$ cat src/rtl/spi_frame_rx.sv
// spi_frame_rx: oversampled SPI frame receiver with show-ahead byte FIFO; define SPI_RX_CHECKSUM_EN for XOR frame checksum
module spi_frame_rx #(
  parameter int FIFO_DEPTH  = 4,
  parameter int FRAME_BYTES = 8
) (
  input  logic       clk,
  input  logic       rst,
  input  logic       sclk,
  input  logic       cs_n,
  input  logic       mosi,
  output logic [7:0] rx_data,
  output logic       rx_valid,
  input  logic       rx_ready,
  output logic       frame_done,
  output logic       frame_err,
  output logic       overflow,
  output logic       busy
);
  localparam int BITS = FRAME_BYTES * 8;
  localparam int CW   = $clog2(BITS);
  localparam int AW   = $clog2(FIFO_DEPTH);

  typedef enum logic [1:0] {IDLE, SHIFT, DONE} state_t;

  state_t        r_state, w_next;
  logic [2:0]    r_sclk_sync, r_cs_sync, r_mosi_sync;
  logic [CW-1:0] r_bitcnt;
  logic [6:0]    r_shreg;
  logic [7:0]    r_mem [FIFO_DEPTH];
  logic [AW:0]   r_wptr, r_rptr;
  logic          r_frame_done, r_frame_err, r_overflow;
  logic          w_rise, w_cs_fall, w_cs_rise, w_last;
  logic          w_clear, w_shift, w_push, w_done, w_err;
  logic          w_full, w_empty, w_pop, w_wr;
  logic [7:0]    w_byte;
`ifdef SPI_RX_CHECKSUM_EN
  logic [7:0]    r_xor, w_xor_next;
`endif

  assign w_rise    = r_sclk_sync[1] & ~r_sclk_sync[2];
  assign w_cs_fall = ~r_cs_sync[1] & r_cs_sync[2];
  assign w_cs_rise = r_cs_sync[1] & ~r_cs_sync[2];
  assign w_last    = r_bitcnt == CW'(BITS - 1);
  assign w_byte    = {r_mosi_sync[1], r_shreg};
`ifdef SPI_RX_CHECKSUM_EN
  assign w_xor_next = r_xor ^ w_byte;
`endif

  assign w_empty  = r_wptr == r_rptr;
  assign w_full   = (r_wptr[AW] != r_rptr[AW]) && (r_wptr[AW-1:0] == r_rptr[AW-1:0]);
  assign rx_valid = ~w_empty;
  assign rx_data  = r_mem[r_rptr[AW-1:0]];
  assign w_pop    = rx_valid & rx_ready;
  assign w_wr     = w_push & (~w_full | w_pop);

  assign frame_done = r_frame_done;
  assign frame_err  = r_frame_err;
  assign overflow   = r_overflow;
  assign busy       = r_state != IDLE;

  // Three-flop synchronisers; index 0 is s1, 2 is s3, idle levels on reset
  always_ff @(posedge clk or posedge rst) begin
    if (rst) begin
      r_sclk_sync <= 3'b000;
      r_cs_sync   <= 3'b111;
      r_mosi_sync <= 3'b000;
    end else begin
      r_sclk_sync <= {r_sclk_sync[1:0], sclk};
      r_cs_sync   <= {r_cs_sync[1:0], cs_n};
      r_mosi_sync <= {r_mosi_sync[1:0], mosi};
    end
  end

  // FSM state register
  always_ff @(posedge clk or posedge rst) begin
    if (rst) r_state <= IDLE;
    else     r_state <= w_next;
  end

  // Next state and per-cycle strobes; a frame-end bit decides done vs error
  always_comb begin
    w_next  = r_state;
    w_clear = 1'b0;
    w_shift = 1'b0;
    w_push  = 1'b0;
    w_done  = 1'b0;
    w_err   = 1'b0;
    case (r_state)
      IDLE: begin
        w_clear = w_cs_fall;
        w_next  = w_cs_fall ? SHIFT : IDLE;
      end
      SHIFT: begin
        if (w_cs_rise) begin
          w_err  = 1'b1;
          w_next = IDLE;
        end else if (w_rise && !r_cs_sync[1]) begin
          w_shift = 1'b1;
          w_push  = &r_bitcnt[2:0];
          if (w_last) begin
            w_next = DONE;
`ifdef SPI_RX_CHECKSUM_EN
            w_done = w_xor_next == 8'h00;
            w_err  = w_xor_next != 8'h00;
`else
            w_done = 1'b1;
`endif
          end
        end
      end
      DONE:    w_next = w_cs_rise ? IDLE : DONE;
      default: w_next = IDLE;
    endcase
  end

  // Bit counter and partial byte; bit 7 is taken straight from mosi when the byte completes
  always_ff @(posedge clk or posedge rst) begin
    if (rst) begin
      r_bitcnt <= '0;
      r_shreg  <= '0;
    end else if (w_clear) begin
      r_bitcnt <= '0;
      r_shreg  <= '0;
    end else if (w_shift) begin
      r_bitcnt <= r_bitcnt + 1'b1;
      if (!(&r_bitcnt[2:0])) r_shreg[r_bitcnt[2:0]] <= r_mosi_sync[1];
    end
  end

`ifdef SPI_RX_CHECKSUM_EN
  // Running XOR over every completed byte of the frame
  always_ff @(posedge clk or posedge rst) begin
    if (rst)         r_xor <= '0;
    else if (w_clear) r_xor <= '0;
    else if (w_push)  r_xor <= w_xor_next;
  end
`endif

  // Registered one-cycle status pulses
  always_ff @(posedge clk or posedge rst) begin
    if (rst) begin
      r_frame_done <= 1'b0;
      r_frame_err  <= 1'b0;
      r_overflow   <= 1'b0;
    end else begin
      r_frame_done <= w_done;
      r_frame_err  <= w_err;
      r_overflow   <= w_push & w_full & ~w_pop;
    end
  end

  // Byte FIFO; a pop on the same cycle frees the slot for a push into a full FIFO
  always_ff @(posedge clk or posedge rst) begin
    if (rst) begin
      r_wptr <= '0;
      r_rptr <= '0;
      for (int i = 0; i < FIFO_DEPTH; i++) r_mem[i] <= '0;
    end else begin
      if (w_wr) begin
        r_mem[r_wptr[AW-1:0]] <= w_byte;
        r_wptr <= r_wptr + 1'b1;
      end
      if (w_pop) r_rptr <= r_rptr + 1'b1;
    end
  end
endmodule

$ cat config.mk
export PLATFORM = sky130hd
export DESIGN_NAME = spi_frame_rx
export DESIGN_NICKNAME = d
export VERILOG_FILES = /design/src/rtl/spi_frame_rx.sv
export SDC_FILE = /design/constraint.sdc
export NUM_CORES = 1
export LEC_CHECK = 0
export ABC_CLOCK_PERIOD_IN_PS = 2400
export BUFFER_PORTS_ARGS = -buffer_cell sky130_fd_sc_hd__buf_2
export CAP_MARGIN = 5
export CORE_ASPECT_RATIO = 0.7
export CORE_MARGIN = 5
export CORE_UTILIZATION = 47
export CTS_BUF_LIST = sky130_fd_sc_hd__clkbuf_16
export DETAILED_ROUTE_END_ITERATION = 6
export MAX_ROUTING_LAYER = met4
export SLEW_MARGIN = 30
export SYNTH_ARGS = -nofsm -noshare
export SYNTH_HDL_FRONTEND = slang
export SYNTH_SLANG_ARGS = --single-unit
$ cat constraint.sdc
create_clock -name clk -period 2.4 [get_ports clk]
set_input_delay 0.48 -clock clk [delete_from_list [all_inputs] [get_ports clk]]
set_output_delay 0.48 -clock clk [all_outputs]
set_load 0.02 [all_outputs]
## Yosys cells after proc, flatten, opt, wreduce, memory -nomap -nowiden

Index checks and enable logic that the tools add are counted.

| storage, ports and cells | value |
|---|---|
| flip-flop bits (word level) | 64 |
| output and inout port bits | 13 |
| logic and storage cells | 92 |

| operators by class | value |
|---|---|
| $add $sub $neg | 3 |
| $lt $le $gt $ge | 5 |
| eq/ne operators | 9 |
| mux-type cells | 33 |
| bitwise operators | 16 |
| reduce and logical (&&, ||, !) cells | 11 |

Operator list:

| kind | number |
|---|---|
| $bwmux 32 | 1 |
| $mux 8 | 3 |
| $mux 7 | 3 |
| $bmux 8 s2 | 1 |
| $demux 8 s2 | 1 |
| $mux 1 | 15 |
| $mux 6 | 2 |
| $mux 2 | 4 |
| $and 1x1->1 | 7 |
| $bwmux 7 | 1 |
| $add 3x1->3 const B | 2 |
| $add 6x1->6 const B | 1 |
| $eq 6x6->1 const B | 1 |
| $ge 3x3->1 const B | 2 |
| $ne 3x3->1 const B | 2 |
| $not 1->1 | 6 |
| $not 2->3 | 2 |
| $pmux 2 s3 | 1 |
| $logic_and 1x1->1 | 4 |
| $lt 3x4->1 const B | 1 |
| $reduce_and 2->1 | 2 |
| $reduce_bool 2->1 | 2 |
| $demux 1 s3 | 1 |
| $eq 3x3->1 | 1 |
| 11 further kinds | 11 |

## Longest topological paths before layout

Gate-level depths: netlist of run 1.

| logic depth | value |
|---|---|
| depth after elaboration | 8 |
| mapped depth | 8 |

## Worst setup path before layout of run 1

Ideal clock, no wire load.

| timing | value |
|---|---|
| kind | register -> register |
| start | register r_state[1] |
| end | register r_mem[24] (netlist bit) |
| data arrival time | 1.890 ns |
| data required time | 2.275 ns |
| setup slack | 0.385 ns |
| stages on the path, launching flop included | 8 |
| buffers on the path | 1 |
| clock period less this slack | 2.015 ns |
| path through | dfrtp_1 inv_1 ha_1 nor4bb_1 clkbuf_4 nand2_2 nor3b_4 mux2_2 |

| between the ends | value |
|---|---|
| longest elaborated chain between the ends | 3 |

Ends and longest elaborated chain:

| element | RTL line | source |
|---|---|---|
| from (decl) | 25 | `state_t r_state, w_next;` |
| from (signal assigned) | 77 | `else r_state <= w_next;` |
| $eq 2x1->1 | 88 | `case (r_state)` |
| $mux 1 | 88 |  |
| $and 1x1->1 | 54 | `assign w_wr = w_push & (~w_full \| w_pop);` |
| to (signal, indexed assignment) | 160 | `r_mem[r_wptr[AW-1:0]] <= w_byte;` |
| to (decl) | 29 | `logic [7:0] r_mem [FIFO_DEPTH];` |

No other way between the ends.
A chain may end at the register's enable or synchronous reset.

## Worst setup path after layout of run 1

| timing | value |
|---|---|
| start | register r_rptr[0] |
| end | output rx_data[0] |

| between the ends | value |
|---|---|
| longest elaborated chain between the ends | 4 |

Ends and longest elaborated chain:

| element | RTL line | source |
|---|---|---|
| from (decl) | 30 | `logic [AW:0] r_wptr, r_rptr;` |
| from (signal assigned) | 163 | `if (w_pop) r_rptr <= r_rptr + 1'b1;` |
| $not 2->3 (not written as such) | 52 | `assign rx_data = r_mem[r_rptr[AW-1:0]];` |
| $bmux 8 s2 | 52 |  |
| $mux 8 (not written as such) (2 in a row) | 52 |  |
| to (decl) | 11 | `output logic [7:0] rx_data,` |

No other way between the ends. The select of a mux whose other input is x is not followed.

==> results of run 1 <==
-- power breakdown --
part | internal (uW) | total (uW) | switching, uW
Sequential | 1140 | 1200 | 67.1
Clock | 782 | 1220 | 434
Combinational | 207 | 455 | 247
Total | 2120 | 2870 | 748
-- stage by stage --
step / worst slack (ps) / instances
3_3_place_gp: 316 / 309
6_report: 173 / 325
2_1_floorplan: 327 / 207
4_1_cts: 152 / 325
5_1_grt: 72.3 / 325
3_5_place_dp: 258 / 309
-- worst max-delay path by stage --
stage,start,endpoint,slack [ps],cells after the start
6_report,r_rptr[0],rx_data[0],170,3
5_1_grt,r_state[1],r_mem[8],70,7
3_3_place_gp,r_state[1],r_mem[16],320,7
4_1_cts,r_rptr[0],rx_data[0],150,3
3_5_place_dp,r_state[1],r_mem[14],260,7
2_1_floorplan,rst,frame_done,330,1
-- per-layer routing --
layer	vias to the layer above	share of wire [%]
met4	0	1.5
met3	8	3.5
met2	25	45
met1	851	50
met5	-	0
li1	816	-
-- synthesized netlist by cell type (all sizes together) (4+ instances only) --
cell    instances
nor2           17
nand2           6
nand4           6
xnor2           4
mux2           34
ha             10
mux4            8
nor3b           5
clkbuf          6
mux2i          10
xor2            6
inv             7
dfrtp          61
-- state kept, by name, summed over array words and instances (netlist names), 2 cells and up --
signal and count:
r_bitcnt 6, r_cs_sync 3, r_mem 32, r_mosi_sync 2, r_rptr 3, r_sclk_sync 3, r_shreg 7, r_state 2
r_wptr 3
-- cells by family after synthesis --
logic type,synth area share [%]
adders and majority gates,4.16
buffers and inverters,2.87
xor gates and xnor gates,3.16
muxes,24.1
and+or+nand+nor,10.9
AOI/OAI and AO/OA,1.46
DFF,53.4
-- cell type report --
cell class | count | area [sq um] | area share, %
Timing Repair Buffer | 33 | 215 | 6.07
Inverter | 7 | 26.3 | 0.741
Clock inverter | 7 | 53.8 | 1.52
Clock buffer | 9 | 225 | 6.35
Multi-Input combinational cell | 127 | 1320 | 37.3
Tap cell | 78 | 97.6 | 2.75
Sequential cell | 64 | 1610 | 45.3
==> impl_metrics.ini, run 1 <==
[outcome]
outcome = complete, no violations

[synthesis]
yosysWarnings = 0
yosysTopAreaCellShare_pct = 50.8
synth_edf_count = 0
synth_area_per_cell_sq_um = 14.5
synth_area_sq_mm = 0.00301
ys_async_sr_fraction_pct = 100
synth_fp_nets = 223
ys_seq_area_share_pct = 53.4
synth_cell_types = 37
synth_flop_cell = dfrtp_1
synth_area_leader_cell = dfrtp_1
synthTopCellsByArea = dfrtp_1, mux2_2, mux4_1
ys_ff_latch = 64
syn_inst = 207

[global_route]
grt-ovfl-total = 0
grt.busiest_layer = met2
use_met3_pct = 4.87
first_global_vias = 1838
use_met1_pct = 20.3
grt_pass1_wl_microns = 9490
grt_max_degree = 41
grt_usage_pct = 15.6
antenna_found_initial = 0
use_met2_pct = 22.8

[critical_path]
cpLargestDelayFamily = multiplexers
critPathBufInv = 2
r2r_end = r_mem[10]
worst-setup-path-type = flip-flop to primary output
cp-start-kind = flip-flop
r2r-start = r_state[1]
endpoint_kind = primary output
slowest_delay_ps = 570
crit_fanout = 5
ff2ff_setup_slack_ps = 250
required_ps = 1920
critPathSlowestCell = mux4_1
worst_ep_arrival_time_ps = 1750
reg2reg_depth = 7
path_cells = buf_4 > mux4_1 > buf_2

[cells_and_area]
final_area_sq_mm = 0.00354
drive_gt1_share_pct = 36.8
fillers = 492
finish.utilization_pct = 57.0
final_common_cell = dfrtp_1
area_delta_synth_final_pct = 17.9
antenna_cells = 0
nNetsFinal = 258
final_cell_mix = dfrtp_1, mux2_2, buf_2

[timing]
final-hold-violation-count = 0
slew_violations = 0
post-route-period-util_pct = 92.8
setup-violations-final = 0
rsz0062_at_grt = no
tns_ps = 0
period_minus_slack_ps = 2230
max_freq_mhz = 449
hold_slack_ps = 204
worst_pin_slew_ps = 546
slew_headroom_pct = 63.5
fin_skew_ps = 5.99

[detailed_routing]
routedWlPerCell_microns = 16.9
num_vias = 1700
first_pass_iters = 4
drt_drc_violations_left = 0
viasPerCell = 5.23
drtIter0Drc = 79
routed_wl_microns = 5480
antenna_left = 0

[run]
maxCapViolCount = 0

[power]
power_density_mw_per_mm2 = 810
peakVddDrop_mv = 0.333
leakagePower_uw = 0.00181
power_uw = 2870

[floorplanning]
io_pins = 19
die-area_sq_mm = 0.00812
start_util_pct = 48.4
die_width_microns = 106
rows = 24
core_sq_mm = 0.00622
die_h_microns = 76.9

[cts]
root_buffer = clkbuf_16
cts-htree-levels = 3
clk_path_buf_depth = 2
cts_sinks = 64
clkTransAtPathRegs_ps = 50
post_cts_resized = 0
cts_tree = done
post_cts_buffers = 0
insertion_delay_ps = 330
cts_made_buffers = 9
cts_hold_buf = 0

[place]
placed_cell_area_sq_mm = 0.00327
dp_hpwl_microns = 3910
gp_congestion = 0.763
portBuffers = 18

[worst_hold_path]
hp-class = input pin to async pin
Note: power is estimated with default switching activity, not from simulation.
==> inputs of run 2 (changes only) <==
RECOVER_POWER = 50   (was not set)
==> impl_metrics.ini, run 2 (synthesized netlist as in run 1, its figures left out) <==
[timing]
tns_ps = 0
rsz0062_at_grt = no
final-hold-violation-count = 0
slew_violations = 0
period_minus_slack_ps = 2230
fin_skew_ps = 6.00
worst_pin_slew_ps = 1030
max_freq_mhz = 449
setup-violations-final = 0
slew_headroom_pct = 31.4
post-route-period-util_pct = 92.8

[floorplanning]
die_width_microns = 106
start_util_pct = 48.4
io_pins = 19
die-area_sq_mm = 0.00812
die_h_microns = 76.9
core_sq_mm = 0.00622
rows = 24

[cells_and_area]
final_common_cell = dfrtp_1
final_cell_mix = dfrtp_1, mux2_2, buf_2
top_regs = r_mem x32, r_shreg x7, r_bitcnt x6
antenna_cells = 0
drive_gt1_share_pct = 36.0
area_delta_synth_final_pct = 17.4
fin_cells = 325
regMostFlops = r_mem
finish.utilization_pct = 56.8
largest_reg_flops = 32
nNetsFinal = 258

[detailed_routing]
num_vias = 1697
drt_drc_violations_left = 0
viasPerCell = 5.22
routed_wl_microns = 5490
routedWlPerCell_microns = 16.9
first_pass_iters = 4
drtIter0Drc = 86
antenna_left = 0

[power]
peakVddDrop_mv = 0.333
power_switching_uw = 747
pwr-share-clk_pct = 42.4
p_comb_share_pct = 15.7
power_density_mw_per_mm2 = 813
power_uw = 2870
power_frac_seq_pct = 41.9
leakagePower_uw = 0.00180
power.internal_uw = 2120
switching_share_pct = 26.1

[cts]
cts_tree = done
cts-htree-levels = 3
root_buffer = clkbuf_16
cts_made_buffers = 9
cts_sinks = 64
post_cts_buffers = 0
cts_hold_buf = 0
clkTransAtPathRegs_ps = 50
clk_path_buf_depth = 2
post_cts_resized = 0
insertion_delay_ps = 330

[global_route]
antenna_found_initial = 0
grt_max_degree = 41
first_global_vias = 1838
grt_usage_pct = 15.6
grt_pass1_wl_microns = 9490
grt-ovfl-total = 0

[critical_path]
cp-start-kind = flip-flop
ff2ff_setup_slack_ps = 250
worst_ep_arrival_time_ps = 1750
crit_fanout = 5
r2r_end = r_mem[10]
reg2reg_depth = 7
required_ps = 1920
worst-setup-path-type = flip-flop to primary output
endpoint_kind = primary output
r2r-start = r_state[1]

[place]
numPlacedInstances = 309
dp_hpwl_microns = 3910
portBuffers = 18
gp_congestion = 0.763

[run]
maxCapViolCount = 0

[worst_hold_path]
min_from = cs_n
hold_path_depth = 1
holdPathEnd = r_cs_sync[0]
hp-class = input pin to flip-flop

[outcome]
outcome = complete, no violations
-- run 2: changes by cell type in the layout (fill, tap and decap cells not counted) --
cell	delta
inv_2	-1
buf_12	-1
clkbuf_2	+1
dfstp_2	-1
inv_1	+1
dfstp_1	+1
-- run 2: power groups by stage --
stage	registers [uW]	clock network [uW]	logic (uW)
floorplan	1190	0	375
global placement	1220	0	438
detailed placement	1220	0	460
CTS	1200	1250	465
global route	1210	1290	503
finish	1200	1220	451
-- run 2: metrics by stage --
stage	setup WS [ps]	hold WS (ps)	area, sq um
after floorplan	327	331	3010
after global placement	316	334	3270
after detailed placement	258	336	3270
after CTS	152	212	3540
after global routing	72.2	248	3530
final	173	257	3530
-- run 2: metal layers --
| layer | track usage [%] | share of wire, % | vias up |
|---|---|---|---|
| li1 | - | - | 816 |
| met1 | 20.3 | 50 | 850 |
| met2 | 22.8 | 45 | 23 |
| met3 | 4.87 | 3.5 | 8 |
| met4 | 6.60 | 1.5 | 0 |
| met5 | - | 0 | - |
-- run 2: layout make-up --
class                      count  area (sq um)
fill                         494          2690
sequential                    64          1610
multi-input combinational    127          1320
clock buffer                   9           225
timing repair buffer          33           200
tap                           78          97.6
clock inverter                 7          53.8
inverter                       7          26.3
-- run 2: how the worst max path moves through the flow --
stage | from | end | slack (ps) | cells past startpoint
final | r_rptr[0] | rx_data[0] | 170 | 3
after global routing | r_state[1] | r_mem[8] | 70 | 7
after CTS | r_rptr[0] | rx_data[0] | 150 | 3
after detailed placement | r_state[1] | r_mem[14] | 260 | 7
after global placement | r_state[1] | r_mem[16] | 320 | 7
after floorplan | rst | frame_done | 330 | 1
-- run 2: critical path, stage by stage (launching register included) --
cell	delay [ps]
dfrtp_1	470
buf_4	200
mux4_1	570
buf_2	180
